<file path="src/rtl/hex_pkg.sv">
// Shared seven-segment constants for the hex display blocks.
// All glyphs are active-low: bit0 = segment a ... bit6 = segment g.
package hex_pkg;

    // All segments off.
    localparam logic [6:0] SEG_BLANK = 7'h7F;

    // Standard 0-F glyph table, indexed by nibble value (entry 15 is listed first).
    localparam logic [15:0][6:0] SEG_GLYPHS = {
        7'h0E,  // F
        7'h06,  // E
        7'h21,  // d
        7'h46,  // C
        7'h03,  // b
        7'h08,  // A
        7'h10,  // 9
        7'h00,  // 8
        7'h78,  // 7
        7'h02,  // 6
        7'h12,  // 5
        7'h19,  // 4
        7'h30,  // 3
        7'h24,  // 2
        7'h79,  // 1
        7'h40   // 0
    };

endpackage

</file>
<file path="src/rtl/hex_decoder.sv">
// Combinational single-digit hex to seven-segment decoder, active-low output.
module hex_decoder
    import hex_pkg::*;
(
    input  logic [3:0] nibble,
    output logic [6:0] seg
);

    // Table lookup of the glyph for this nibble.
    always_comb begin
        seg = SEG_GLYPHS[nibble];
    end

endmodule

</file>
<file path="src/rtl/hex_display_ctrl.sv">
// Registered multi-digit hex display controller: static per-digit outputs
// plus a time-multiplexed scan output, with leading-zero suppression,
// per-digit blink and a global blank.
module hex_display_ctrl
    import hex_pkg::*;
#(
    parameter int DIGITS    = 6,
    parameter int BLINK_DIV = 25_000_000,
    parameter int SCAN_DIV  = 50_000
)
(
    input  logic                  Clock,
    input  logic                  Resetn,
    input  logic                  load,
    input  logic [4*DIGITS-1:0]   value,
    input  logic                  lzs_en,
    input  logic [DIGITS-1:0]     blink_mask,
    input  logic                  blank,
    output logic [7*DIGITS-1:0]   HEX,
    output logic [6:0]            seg_mux,
    output logic [DIGITS-1:0]     dig_sel
);

    localparam int BW = $clog2(BLINK_DIV);
    localparam int SW = $clog2(SCAN_DIV);
    localparam int IW = (DIGITS > 1) ? $clog2(DIGITS) : 1;

    localparam logic [BW-1:0] BLINK_LAST = BW'(BLINK_DIV - 1);
    localparam logic [SW-1:0] SCAN_LAST  = SW'(SCAN_DIV - 1);
    localparam logic [IW-1:0] IDX_LAST   = IW'(DIGITS - 1);

    logic [4*DIGITS-1:0]     value_q;
    logic [BW-1:0]           blink_cnt;
    logic                    blink_ph;
    logic [SW-1:0]           scan_cnt;
    logic [IW-1:0]           scan_idx;
    logic [DIGITS-1:0][6:0]  raw_glyph;
    logic [DIGITS-1:0][6:0]  final_glyph;
    logic [DIGITS-1:0]       suppress;
    logic                    seen_nonzero;

    // One decoder per digit, fed from the captured value.
    genvar gi;
    generate
        for (gi = 0; gi < DIGITS; gi++) begin : g_dec
            hex_decoder u_dec (
                .nibble (value_q[4*gi +: 4]),
                .seg    (raw_glyph[gi])
            );
        end
    endgenerate

    // Scan from the top digit down; a digit is suppressed until the first nonzero nibble.
    always_comb begin
        suppress     = '0;
        seen_nonzero = 1'b0;
        for (int i = DIGITS - 1; i > 0; i--) begin
            if (value_q[4*i +: 4] != 4'h0) begin
                seen_nonzero = 1'b1;
            end
            suppress[i] = lzs_en && !seen_nonzero;
        end
    end

    // Apply blank, then suppression, then blink on top of the decoded glyphs.
    always_comb begin
        final_glyph = '0;
        for (int i = 0; i < DIGITS; i++) begin
            if (blank) begin
                final_glyph[i] = SEG_BLANK;
            end else if (suppress[i]) begin
                final_glyph[i] = SEG_BLANK;
            end else if (blink_ph && blink_mask[i]) begin
                final_glyph[i] = SEG_BLANK;
            end else begin
                final_glyph[i] = raw_glyph[i];
            end
        end
    end

    // Capture the displayed value on load.
    always_ff @(posedge Clock or negedge Resetn) begin
        if (!Resetn) begin
            value_q <= '0;
        end else if (load) begin
            value_q <= value;
        end
    end

    // Blink timebase; a load restarts it so fresh data is shown lit for a full half-period.
    always_ff @(posedge Clock or negedge Resetn) begin
        if (!Resetn) begin
            blink_cnt <= '0;
            blink_ph  <= 1'b0;
        end else if (load) begin
            blink_cnt <= '0;
            blink_ph  <= 1'b0;
        end else if (blink_cnt == BLINK_LAST) begin
            blink_cnt <= '0;
            blink_ph  <= ~blink_ph;
        end else begin
            blink_cnt <= blink_cnt + 1'b1;
        end
    end

    // Scan timebase; free-running and unaffected by load.
    always_ff @(posedge Clock or negedge Resetn) begin
        if (!Resetn) begin
            scan_cnt <= '0;
            scan_idx <= '0;
        end else if (scan_cnt == SCAN_LAST) begin
            scan_cnt <= '0;
            scan_idx <= (scan_idx == IDX_LAST) ? '0 : scan_idx + 1'b1;
        end else begin
            scan_cnt <= scan_cnt + 1'b1;
        end
    end

    // Output registers; segments and digit select come from the same index so they switch together.
    always_ff @(posedge Clock or negedge Resetn) begin
        if (!Resetn) begin
            HEX     <= '1;
            seg_mux <= SEG_BLANK;
            dig_sel <= '1;
        end else begin
            HEX     <= final_glyph;
            seg_mux <= final_glyph[scan_idx];
            dig_sel <= ~(DIGITS'(1) << scan_idx);
        end
    end

endmodule

</file>
<file path="config.mk">
export PLATFORM = sky130hd
export DESIGN_NAME = hex_display_ctrl
export DESIGN_NICKNAME = d
export VERILOG_FILES = /design/src/rtl/hex_pkg.sv /design/src/rtl/hex_decoder.sv /design/src/rtl/hex_display_ctrl.sv
export SDC_FILE = /design/constraint.sdc
export NUM_CORES = 1
export LEC_CHECK = 0
export ABC_AREA = 1
export CORE_MARGIN = 2
export CORE_UTILIZATION = 45
export DETAILED_ROUTE_END_ITERATION = 12
export GPL_TIMING_DRIVEN = 0
export PLACE_DENSITY_LB_ADDON = 0.1
export SLEW_MARGIN = 20
export SYNTH_ARGS = -nofsm -noshare
export SYNTH_HDL_FRONTEND = slang
export SYNTH_HIERARCHICAL = 1
export SYNTH_SLANG_ARGS = --single-unit
</file>
<file path="constraint.sdc">
create_clock -name Clock -period 3.9 [get_ports Clock]
set_clock_uncertainty 0.2 [all_clocks]
set_input_delay 0.975 -clock Clock [delete_from_list [all_inputs] [get_ports Clock]]
set_output_delay 0.975 -clock Clock [all_outputs]
set_load 0.02 [all_outputs]
</file>
==> summary.md <==
| Metric | Value |
|---|---|
| Total wire length | 18,800 um |
| Seq cells post-synth | 124 |
| Clock root cell | clkbuf_16 |
| Final Hold Fails | 0 |
| Worst path cell trace | clkdlybuf4s50_1 |
| Pwr/cell area | 403 mW/mm^2 |
| Number of diodes | 0 |
| Hold Startpoint | scan_idx[2] |
| Die Height | 134 um |
| Die area | 0.0180 mm^2 |
| Worst-Skew Late Latency | 420 ps |
| Crit path buffers/inverters | 1 |
| Total congestion overflow | 0 |
| Initial Utilization | 0.460 |
| Critical path fanouts, max | 1 |
| Iteration-0 DRC Markers | 446 |
| Cell count after synthesis | 982 |
| Final setup violation count | 0 |
| Setup bufs post-CTS | 0 |
| Peak VDD IR | 0.308 mV |
| Vias in the first global route | 6,038 |
| Yosys warning count | 6 |
| CP endpoint kind | output port |
| Worst r2r src | blink_cnt[0] |
| CTS Hold Buffers Added | 0 |
| Synth-to-layout area growth | 23.4% |
| Achievable Freq | 0.366 GHz |
| Wire per inst | 14.2 um |
| Pre-CTS WS | 1130 ps |
| 1st-pass router iterations | 6 |
| Fin util | 0.567 |
| Fin Setup TNS | 0 ps |
| Worst min path class | register to register |
| CTS clock-pin slew for the worst setup and hold paths | 60 ps |
| Dpl hpwl | 14,300 um |
| LEAKAGE | 4.51 nW |
| Yosys top cell by area | dfrtp_1 |
| WP data required | 2720 ps |
| Status | completed |
| CP top delay family | buffers and inverters |
| Startpoint types | register |
| Slew headroom | 0.537 |
| TritonCTS clock tree | done |
| NumNets Final | 1,169 |
| Crit-path max cell delay | 600 ps |
| I/O pin cnt | 90 |
| First-pass GRT wire length | 30,800 um |
| RD Place Congestion | 0.878 |
| RSZ-0062 raised after global routing | no |
| Top cells by area, synth | dfrtp_1 23%, dfstp_2 19%, nand2_1 15% |
| Crit-path slowest cell | clkdlybuf4s50_1 |
| Post-synth cell types | 44 |
| Vias | 6,491 |
| Proportion of layout cells with a drive suffix above 1 | 0.157 |
| Critical path arrival | 1560 ps |
| Hold EP | dig_sel[4] |
| Core area | 0.0166 mm^2 |
| Register area share after synthesis | 0.416 |
| Max Slew Vio Count | 0 |
| Internal reg-to-reg setup slack | 1750 ps |
| Fin crit share | 0.701 |
| Total GRT Usage | 0.219 |
| Core Rows | 47 |
| Antenna violations before repair | 1 |
| CTS Buffer Depth | 2 |
| Number of port buffers | 87 |
| Least-Margin Pin Slew | 695 ps |
| Fin crit period | 2730 ps |
| Kind of critical path | register to output port |
| Synthesized area per cell | 7.76 um^2 |
| Reg2reg path depth | 9 |
| Chip width | 134 um |
| Htree depth | 4 |
| Reg2reg end | blink_cnt[21] |
| Post-DR vias/cell | 4.91 |
| Max Cap Viol | 0 |
| CTS resizes | 0 |
| Post-DRT Antenna Nets | 0 |
| Post-synth top area share | 0.227 |
| Placed cell areas | 0.00880 mm^2 |
| Mapped Area | 0.00762 mm^2 |
| Synthesized net count | 1,062 |
| Final worst setup slack | 1170 ps |
| DRC viols | 0 |
| CTS Sinks | 124 |
| Post-layout instance area | 0.00940 mm^2 |
| CTS Buf Count | 17 |
| Worst Hold Depth | 1 |
| Largest net degree at the start of global routing | 75 |
-- cells in the mapped netlist (all sizes together) --
library cell and number:
a21o 1, nand3 117, dfstp 55, ha 45
o21ai 38, inv 130, nand2 307, nand3b 15
o21bai 2, nor4 5, o211ai 1, nor3b 1
a21boi 6, nor3 23, buf 18, a31oi 1
nand4 14, or2 9, nor2 80, o21a 1
xor2 14, clkbuf 7, a211oi 1, xnor2 1
a21oi 21, dfrtp 69
-- state kept, by name, indices dropped and copies added, names as in the netlist --
name and flops:
blink_ph 1, dig_sel 6, scan_cnt 16, seg_mux 7, HEX 42, scan_idx 3, value_q 24, blink_cnt 25
-- power breakdown --
| part | internal (mW) | switching (mW) | total [mW] |
|---|---|---|---|
| Combinational | 0.287 | 0.422 | 0.709 |
| Clock | 1.02 | 0.582 | 1.60 |
| Sequential | 1.42 | 0.0587 | 1.48 |
-- metrics by stage --
step,cells,power (mW),hold WS (ps)
after global placement,1289,2.20,230
after floorplan,982,1.91,187
final,1322,3.79,246
after CTS,1322,3.82,244
after detailed placement,1290,2.21,229
after global routing,1322,3.96,253
-- area by class of cell --
| class | instances | area [um^2] |
|---|---|---|
| inverter | 130 | 488 |
| timing repair buffer | 88 | 900 |
| multi-input combinational | 703 | 3800 |
| buffer | 25 | 165 |
| clock inverter | 10 | 113 |
| fill | 1578 | 7180 |
| clock buffer | 22 | 494 |
| tap | 220 | 275 |
| sequential | 124 | 3170 |
-- layout by cell type (no fill, tap or decap), types with 3 or more instances in the layout --
cell type,n
dfrtp_1,69
o21ai_1,8
or2_1,7
nand3b_1,15
nor4_1,4
o21ai_0,25
nand2_1,300
dfstp_2,55
clkinv_2,4
clkbuf_1,7
nor3_1,14
ha_1,45
clkdlybuf4s50_1,86
inv_1,115
nand2_2,7
nor2_2,6
a21oi_2,3
inv_2,15
nor2_1,67
o21ai_2,5
a21boi_0,4
buf_2,9
nand3_1,110
clkbuf_8,5
a21oi_1,17
nor2_4,6
nand4_1,13
xor2_1,14
buf_6,8
nand3_2,5
clkbuf_16,17
nor3_2,9
-- routing by layer --
metal  vias up  track usage  share of wire
met2       148        0.339           0.45
met1      2978        0.311           0.49
li1       3338            -              -
met4         2       0.0678          0.017
met5         -            0        0.00037
met3        25       0.0454          0.045
-- worst max path at each step --
stage / startpoint / endpoint / slack [ps] / cells after the start
after floorplan: blank / seg_mux[2] / 1800 / 9
after global placement: Resetn / blink_cnt[22] / -3210 / 1
after detailed placement: lzs_en / seg_mux[0] / 1130 / 9
after CTS: seg_mux[2] / seg_mux[2] / 1150 / 1
after global routing: seg_mux[3] / seg_mux[3] / 1130 / 1
final: seg_mux[3] / seg_mux[3] / 1170 / 1
-- cells by family after synthesis --
family                     synth area share
AOI/OAI and AO/OA                    0.0581
and+or+nand+nor                       0.349
DFF                                   0.416
buffers and inverters                0.0857
xor gates and xnor gates             0.0172
adders and majority gates            0.0739
Power figures use the tool's default switching activity.
